### src/rtl/md_pkg.sv
// Shared opcode encodings, FSM state type and opcode-class decode helpers
// for the multiply/divide issue controller.
package md_pkg;

  localparam logic [2:0] MD_NOP   = 3'b000;
  localparam logic [2:0] MD_MULT  = 3'b001;
  localparam logic [2:0] MD_MULTU = 3'b010;
  localparam logic [2:0] MD_DIV   = 3'b011;
  localparam logic [2:0] MD_DIVU  = 3'b100;
  localparam logic [2:0] MD_MFHI  = 3'b101;
  localparam logic [2:0] MD_MFLO  = 3'b110;
  localparam logic [2:0] MD_RSVD  = 3'b111;

  typedef enum logic {
    ST_IDLE = 1'b0,
    ST_BUSY = 1'b1
  } md_state_e;

  function automatic logic is_arith(input logic [2:0] op);
    return (op >= MD_MULT) && (op <= MD_DIVU);
  endfunction

  function automatic logic is_read(input logic [2:0] op);
    return (op == MD_MFHI) || (op == MD_MFLO);
  endfunction

  function automatic logic is_div(input logic [2:0] op);
    return (op == MD_DIV) || (op == MD_DIVU);
  endfunction

  function automatic logic is_signed(input logic [2:0] op);
    return (op == MD_MULT) || (op == MD_DIV);
  endfunction

endpackage

### src/rtl/md_watchdog.sv
// Busy-cycle watchdog: counts enabled cycles after a clear and flags the
// cycle whose increment brings the count up to TIMEOUT.
module md_watchdog #(
  parameter int TIMEOUT = 40,
  parameter int CW      = $clog2(TIMEOUT + 1)
) (
  input  logic clk_i,
  input  logic rst_ni,
  input  logic clr_i,
  input  logic en_i,
  output logic expired_o
);

  localparam logic [CW-1:0] LAST = CW'(TIMEOUT - 1);

  logic [CW-1:0] count_q, count_d;

  always_comb begin
    count_d = count_q;
    if (clr_i) begin
      count_d = '0;
    end else if (en_i) begin
      count_d = count_q + CW'(1);
    end
  end

  always_ff @(posedge clk_i or negedge rst_ni) begin
    if (!rst_ni) begin
      count_q <= '0;
    end else begin
      count_q <= count_d;
    end
  end

  assign expired_o = en_i && !clr_i && (count_q == LAST);

endmodule

### src/rtl/md_issue_ctrl.sv
// Issue/interlock controller in front of the Mul HI/LO unit: starts multiply
// and divide ops, stalls EX while Mul is busy, and serves MFHI/MFLO reads.
module md_issue_ctrl
  import md_pkg::*;
#(
  parameter int TIMEOUT = 40,
  parameter int CW      = $clog2(TIMEOUT + 1)
) (
  input  logic        Clk,
  input  logic        Reset_n,
  input  logic        Op_Valid,
  input  logic [2:0]  Op_Code,
  input  logic [31:0] Op_B,
  input  logic        Flush,
  output logic        Stall,
  output logic        Rd_Valid,
  output logic [31:0] Rd_Data,
  output logic        MUL_Start,
  output logic        MUL_SelMD,
  output logic        MUL_Sign,
  output logic        MUL_SelHL,
  input  logic        MUL_Flag,
  input  logic [31:0] MUL_DC,
  output logic        Err_DivZero,
  output logic        Err_Timeout
);

  md_state_e   state_q, state_d;
  logic        start_q, start_d;
  logic        selmd_q, selmd_d;
  logic        sign_q, sign_d;
  logic        rd_valid_q, rd_valid_d;
  logic [31:0] rd_data_q, rd_data_d;
  logic        divz_q, divz_d;
  logic        tmo_q, tmo_d;

  logic md_op, accept, div_zero, launch, wd_expired;

  assign md_op    = Op_Valid && (is_arith(Op_Code) || is_read(Op_Code));
  assign accept   = (state_q == ST_IDLE) && md_op && !Flush;
  assign div_zero = is_div(Op_Code) && (Op_B == '0);
  assign launch   = accept && is_arith(Op_Code) && !div_zero;

  // Stall ignores Flush so a flushed op in EX is never mistaken for accepted.
  assign Stall     = md_op && (state_q == ST_BUSY);
  assign MUL_SelHL = accept && (Op_Code == MD_MFHI);

  md_watchdog #(
    .TIMEOUT (TIMEOUT),
    .CW      (CW)
  ) u_watchdog (
    .clk_i     (Clk),
    .rst_ni    (Reset_n),
    .clr_i     (launch),
    .en_i      (state_q == ST_BUSY),
    .expired_o (wd_expired)
  );

  always_comb begin
    state_d    = state_q;
    start_d    = 1'b0;
    selmd_d    = selmd_q;
    sign_d     = sign_q;
    rd_valid_d = 1'b0;
    rd_data_d  = rd_data_q;
    divz_d     = 1'b0;
    tmo_d      = tmo_q;
    case (state_q)
      ST_IDLE: begin
        if (accept) begin
          if (is_read(Op_Code)) begin
            rd_valid_d = 1'b1;
            rd_data_d  = MUL_DC;
          end else if (div_zero) begin
            divz_d = 1'b1;
          end else begin
            start_d = 1'b1;
            selmd_d = is_div(Op_Code);
            sign_d  = is_signed(Op_Code);
            state_d = ST_BUSY;
          end
        end
      end
      ST_BUSY: begin
        // A completion arriving on the expiry cycle still counts as success.
        if (MUL_Flag) begin
          state_d = ST_IDLE;
        end else if (wd_expired) begin
          tmo_d   = 1'b1;
          state_d = ST_IDLE;
        end
      end
      default: state_d = ST_IDLE;
    endcase
  end

  always_ff @(posedge Clk or negedge Reset_n) begin
    if (!Reset_n) begin
      state_q    <= ST_IDLE;
      start_q    <= 1'b0;
      selmd_q    <= 1'b0;
      sign_q     <= 1'b0;
      rd_valid_q <= 1'b0;
      rd_data_q  <= '0;
      divz_q     <= 1'b0;
      tmo_q      <= 1'b0;
    end else begin
      state_q    <= state_d;
      start_q    <= start_d;
      selmd_q    <= selmd_d;
      sign_q     <= sign_d;
      rd_valid_q <= rd_valid_d;
      rd_data_q  <= rd_data_d;
      divz_q     <= divz_d;
      tmo_q      <= tmo_d;
    end
  end

  assign MUL_Start   = start_q;
  assign MUL_SelMD   = selmd_q;
  assign MUL_Sign    = sign_q;
  assign Rd_Valid    = rd_valid_q;
  assign Rd_Data     = rd_data_q;
  assign Err_DivZero = divz_q;
  assign Err_Timeout = tmo_q;

endmodule

### config.mk
export PLATFORM = sky130hd
export DESIGN_NAME = md_issue_ctrl
export DESIGN_NICKNAME = d
export VERILOG_FILES = /design/src/rtl/md_pkg.sv /design/src/rtl/md_watchdog.sv /design/src/rtl/md_issue_ctrl.sv
export SDC_FILE = /design/constraint.sdc
export NUM_CORES = 1
export LEC_CHECK = 0
export CAP_MARGIN = 25
export CELL_PAD_IN_SITES_DETAIL_PLACEMENT = 1
export CELL_PAD_IN_SITES_GLOBAL_PLACEMENT = 1
export CORE_ASPECT_RATIO = 0.75
export CORE_UTILIZATION = 32
export DETAILED_ROUTE_END_ITERATION = 7
export GPL_TIMING_DRIVEN = 1
export MAX_ROUTING_LAYER = met4
export PLACE_DENSITY = 0.92
export SYNTH_ARGS = -nofsm -noshare
export SYNTH_HDL_FRONTEND = slang
export SYNTH_HIERARCHICAL = 1
export SYNTH_SLANG_ARGS = --single-unit
export TNS_END_PERCENT = 30
### constraint.sdc
create_clock -name Clk -period 3 [get_ports Clk]
set_clock_uncertainty 0.05 [all_clocks]
set_input_delay 0.3 -clock Clk [delete_from_list [all_inputs] [get_ports Clk]]
set_output_delay 0.3 -clock Clk [all_outputs]
set_load 0.02 [all_outputs]
Word level (Yosys, flattened, before mapping)
Index checks and enable logic that the tools add are counted.
{ "word_totals": {"n_memories": 0, "rom_bits": 0, "out_inout_bits": 40, "inputBits": 72, "wordCells": 61, "register_bits": 45, "latchBits": 0, "ram_bits": 0} }
{ "op_classes": {"shifts": 0, "div_mod_pow": 0, "n_addsub": 1, "order_cmp": 2, "mul": 0, "n_mux": 16, "n_eq_ne": 6, "n_reduce_logical": 23, "bitwise": 4} }
{ "op_table": {"columns": ["operator", "n"], "rows": [
  ["$logic_not 32->1", 1],
  ["$mux 1", 13],
  ["$mux 6", 2],
  ["$logic_and 1x1->1", 11],
  ["$eq 3x3->1 const B", 3],
  ["$add 6x1->6 const B", 1],
  ["$eq 6x6->1 const B", 1],
  ["$reduce_and 3->1", 2],
  ["$logic_or 1x1->1", 4],
  ["$not 1->1", 4],
  ["$reduce_and 4->1", 1],
  ["$eq 3x1->1 const B", 1],
  ["$eq 3x2->1 const B", 1],
  ["$ge 3x1->1 const B", 1],
  ["$le 3x3->1 const B", 1],
  ["$logic_not 1->1", 3],
  ["$pmux 1 s2", 1],
  ["$reduce_bool 2->1", 1]
]} }

Logic depth before layout (Yosys ltp)
{ "logic_depth": {"ltp_word": 14, "depth_mapped": 8, "ltp_nobuf": 8} }

Modules after synthesis
Netlist, hierarchy kept.
{ "by_module_without_submodules": {"columns": ["mod", "area_each_um2", "instances", "cells_each", "seq_area_each_um2"], "rows": [
  ["md_issue_ctrl", 1773.0, 1, 119, 975.9],
  ["md_watchdog", 285.3, 1, 28, 150.1]
]} }

Worst setup path before layout
OpenSTA, ideal clock, no wires.
{ "synth_timing": {"path_type": "input to register", "from": "input Op_B[26]", "to": "register state_q", "path_slack_ps": 970, "setup_time_ps": 143, "stages": 7, "n_path_buf": 0, "arrival_ps": 1837, "required_time_ps": 2807, "cell_sequence": "nor4_1 -> nand4_1 -> o2111ai_1 -> o21ai_0 -> nand2b_1 -> nor4_1 -> o221ai_1"} }
{ "synth_via": {"elab_chain_cells": 10, "elab_cells_between_ends": 13, "cone_classes": "6 x mux; 7 x reduce/logical"} }
{ "synth_lines": {"columns": ["element", "line", "rtl"], "rows": [
  ["from (decl)", "md_issue_ctrl.sv:13", "input logic [31:0] Op_B,"],
  ["$logic_not 32->1", "md_issue_ctrl.sv:41", "assign div_zero = is_div(Op_Code) && (Op_B == '0);"],
  ["$logic_and 1x1->1", "md_issue_ctrl.sv:41", null],
  ["$logic_not 1->1", "md_issue_ctrl.sv:42", "assign launch = accept && is_arith(Op_Code) && !div_zero;"],
  ["$logic_and 1x1->1", "md_issue_ctrl.sv:42", null],
  ["net launch", "md_issue_ctrl.sv:37", "logic md_op, accept, div_zero, launch, wd_expired;"],
  ["$logic_not 1->1", "md_watchdog.sv:35", "assign expired_o = en_i && !clr_i && (count_q == LAST);"],
  ["$logic_and 1x1->1 (2 in a row)", "md_watchdog.sv:35", null],
  ["net wd_expired", "md_issue_ctrl.sv:37", null],
  ["$mux 1", "md_issue_ctrl.sv:88", "end else if (wd_expired) begin"],
  ["$mux 1", "md_issue_ctrl.sv:86", "if (MUL_Flag) begin"],
  ["$pmux 1 s2", "md_issue_ctrl.sv:68", "case (state_q)"],
  ["net state_d", "md_issue_ctrl.sv:28", "md_state_e state_q, state_d;"],
  ["to (signal assigned)", "md_issue_ctrl.sv:108", "state_q <= state_d;"],
  ["to (decl)", "md_issue_ctrl.sv:28", null]
]} }
The timed path passes the listed nets, and every way through them passes these cells.
A chain may end at the register's enable or synchronous reset.

Final worst setup path
{ "layout_timing": {"from": "input Op_B[10]", "to": "register state_q"} }
Same word-level chain as after synthesis.

==> flow_summary.json <==
{
  "crit_arrival_ns": 2.53,
  "ctsResizeCount": 0,
  "cp_slowest_cell": "clkdlybuf4s50_1",
  "setup_viol": 0,
  "final_cell_area_mm2": 0.00338,
  "yosys.area.top_type": "dfrtp_1",
  "rsz0062_at_grt": "false",
  "synth_area_leaders": "dfrtp_1, mux2_4, nor4_1, buf_6, mux2_2",
  "final_common_cell": "clkdlybuf4s50_1",
  "synth.distinct_cells": 39,
  "grt_pass1_wl_um": 9150,
  "finalHoldViolCount": 0,
  "drcViolationCount": 0,
  "cap_viol_max_count": 0,
  "layout-drive-gt1-share_pct": 18.8,
  "crit_path_start": "Op_B[10]",
  "die_area_mm2": 0.00676,
  "regToRegStartpoint": "state_q",
  "grt_antenna_before_repair": 0,
  "pin_count": 112,
  "path_class": "in -> reg",
  "path_clk_slew_ns": 0.09,
  "grt-ovfl-total": 0,
  "synthDominantCellAreaShare_pct": 54.7,
  "core-area_mm2": 0.00601,
  "vias": 1633,
  "first_global_vias": 1848,
  "ir_worst_vdd_v": 0.000295,
  "placed_cell_area_mm2": 0.00325,
  "area_delta_synth_final_pct": 64.4,
  "viasPerCell": 4.75,
  "required_ns": 3.09,
  "place_congestion": 0.801,
  "start_util_pct": 34.3,
  "synth_seq_cells": 45,
  "numCtsBuffers": 5,
  "grt_usage_pct": 18.5,
  "fin_nets": 338,
  "clock_path_buffers": 2,
  "min_period_ns": 2.44,
  "syn_nets": 220,
  "diodes": 0,
  "htree_levels": 2,
  "final_cell_mix": "clkdlybuf4s50_1, dfrtp_1, mux2_4",
  "postCtsHoldBufs": 0,
  "crit_end": "state_q",
  "reg2reg_depth": 6,
  "wl_per_cell_um": 16.7,
  "endpoint_kind": "register",
  "cts.sinks": 45,
  "slew_headroom_pct": 61.1,
  "wl_um": 5740,
  "p_per_area_mw_per_mm2": 644,
  "worstReg2RegEnd": "state_q",
  "root_buffer": "clkbuf_8",
  "rows": 24,
  "setup-tns-final_ns": 0,
  "cpMostUsedCell": "nor4_1",
  "max_freq_mhz": 410,
  "p_leak_nw": 1.48,
  "startpoint_type": "input port",
  "dieWidth_um": 94.6,
  "fill_cells": 624,
  "cts_tree": "yes",
  "yosysWarnings": 6,
  "maxSlewViolCount": 0,
  "drt_iter0_drc": 40,
  "post-dp-hpwl_um": 4480,
  "ff2ff_setup_slack_ns": 0.91,
  "netlist_area_mm2": 0.00206,
  "drt-pass1-iter-count": 4,
  "die_h_um": 71.5,
  "grt_max_degree": 46,
  "syn_inst": 147,
  "hold_class": "in -> async",
  "worstPathMaxFanout": 4,
  "cp_cell_sequence": "clkdlybuf4s50_1 -> nor4_1 -> nand4_1 -> o2111ai_1 -> o21ai_0 -> nand2b_1 -> nor4_1 -> o221ai_1",
  "drt.antenna.violating_nets": 0,
  "worstMarginPinSlew_ns": 0.569,
  "syn-mean-instance-area_um2": 14.0,
  "post-cts-setup-buffers": 0,
  "port_buffers": 111,
  "period_share_pct": 81.2,
  "outcome": "complete, no violations",
  "yosysSeqAreaShare_pct": 54.7,
  "clkLatencyLatePin_ns": 0.29,
  "slowest_delay_ns": 0.41
}
==> metrics by stage <==
stage,util (%),instances,hold WS [ns],setup WS (ns),total power (W)
floorplan,-,147,-0.0456,0.970,0.00133
global placement,54.2,334,0.425,0.433,0.00176
detailed placement,54.2,334,0.432,0.259,0.00179
CTS,55.8,342,0.143,0.557,0.00220
global route,56.3,344,0.357,0.278,0.00229
finish,56.3,344,0.332,0.563,0.00218
==> critical path: cells and delay by family <==
family                 cells  cell delay [ns]
and+or+nand+nor            4             1.08
AOI/OAI and AO/OA          3             0.74
buffers and inverters      1             0.41
==> worst min-delay path by stage <==
stage	depth (start not counted)	start	end
global route	2	Reset_n	u_watchdog/count_q[1]
detailed placement	1	Err_Timeout	Err_Timeout
global placement	1	Err_Timeout	Err_Timeout
CTS	1	Reset_n	u_watchdog/count_q[1]
finish	2	Reset_n	u_watchdog/count_q[1]
floorplan	0	Reset_n	Err_DivZero
==> sequential cells by signal, summed over array words and instances, names as in the netlist <==
signal and count:
Err_DivZero 1, state_q 1, Err_Timeout 1, Rd_Valid 1, u_watchdog/count_q 6, MUL_SelMD 1, Rd_Data 32, MUL_Sign 1
MUL_Start 1
==> layout make-up <==
cell class | instances | area [µm²] | share of cell area [%]
repair buffers | 117 | 1180 | 34.8
flip-flops and latches | 45 | 1130 | 33.3
multi-input cells | 93 | 871 | 25.7
well taps | 78 | 97.6 | 2.88
clock buffers | 6 | 82.6 | 2.44
clock inverters | 2 | 16.3 | 0.481
inverters | 3 | 11.3 | 0.333
==> cells by family after synthesis <==
family | Yosys count | synth area share (%)
AOI/OAI and AO/OA | 14 | 4.68
xor gates and xnor gates | 5 | 2.13
and+or+nand+nor | 40 | 11.6
adders and majority gates | 1 | 0.608
DFF | 45 | 54.7
buffers and inverters | 9 | 2.98
muxes | 33 | 23.3
==> synth_stat cells <==
| master | number |
|---|---|
| buf_6 | 3 |
| mux2_2 | 3 |
| a21oi_1 | 2 |
| nand2_1 | 4 |
| and4_2 | 1 |
| nand3_1 | 2 |
| nand2_2 | 1 |
| xnor2_1 | 2 |
| or2b_1 | 1 |
| a22oi_1 | 1 |
| o21ai_0 | 5 |
| nand4_1 | 4 |
| or3b_4 | 1 |
| nor3_1 | 1 |
| inv_1 | 3 |
| and4b_1 | 1 |
| o2111ai_1 | 1 |
| dfrtp_1 | 45 |
| nor3b_1 | 1 |
| nor2_1 | 7 |
| mux2i_1 | 1 |
| a32oi_1 | 1 |
| nand2b_1 | 1 |
| ha_1 | 1 |
| buf_2 | 1 |
| mux2_4 | 29 |
| nor2b_1 | 1 |
| o2111a_1 | 1 |
| buf_4 | 1 |
| nor4b_1 | 1 |
| nand3b_1 | 1 |
| or3_1 | 2 |
| o21bai_1 | 1 |
| or3_2 | 1 |
| xor2_1 | 3 |
| nor4_1 | 9 |
| a2111oi_0 | 1 |
| clkbuf_1 | 1 |
| o221ai_1 | 1 |
==> routing by layer <==
layer	vias up	part of all wire, %	wire length [µm]	global-route usage, %
li1	772	-	-	-
met1	809	45	2580	24.4
met2	48	50	2860	28.9
met3	4	4.5	257	4.46
met4	0	0.82	47	4.21
met5	-	0	0	-
==> power breakdown <==
part           internal, W  switching (W)  leakage [nW]
clock             0.000190       0.000203        0.0478
sequential        0.000773       0.000120         0.560
combinational     0.000534       0.000361         0.870
total              0.00150       0.000683          1.48
Power figures use the tool's default switching activity.
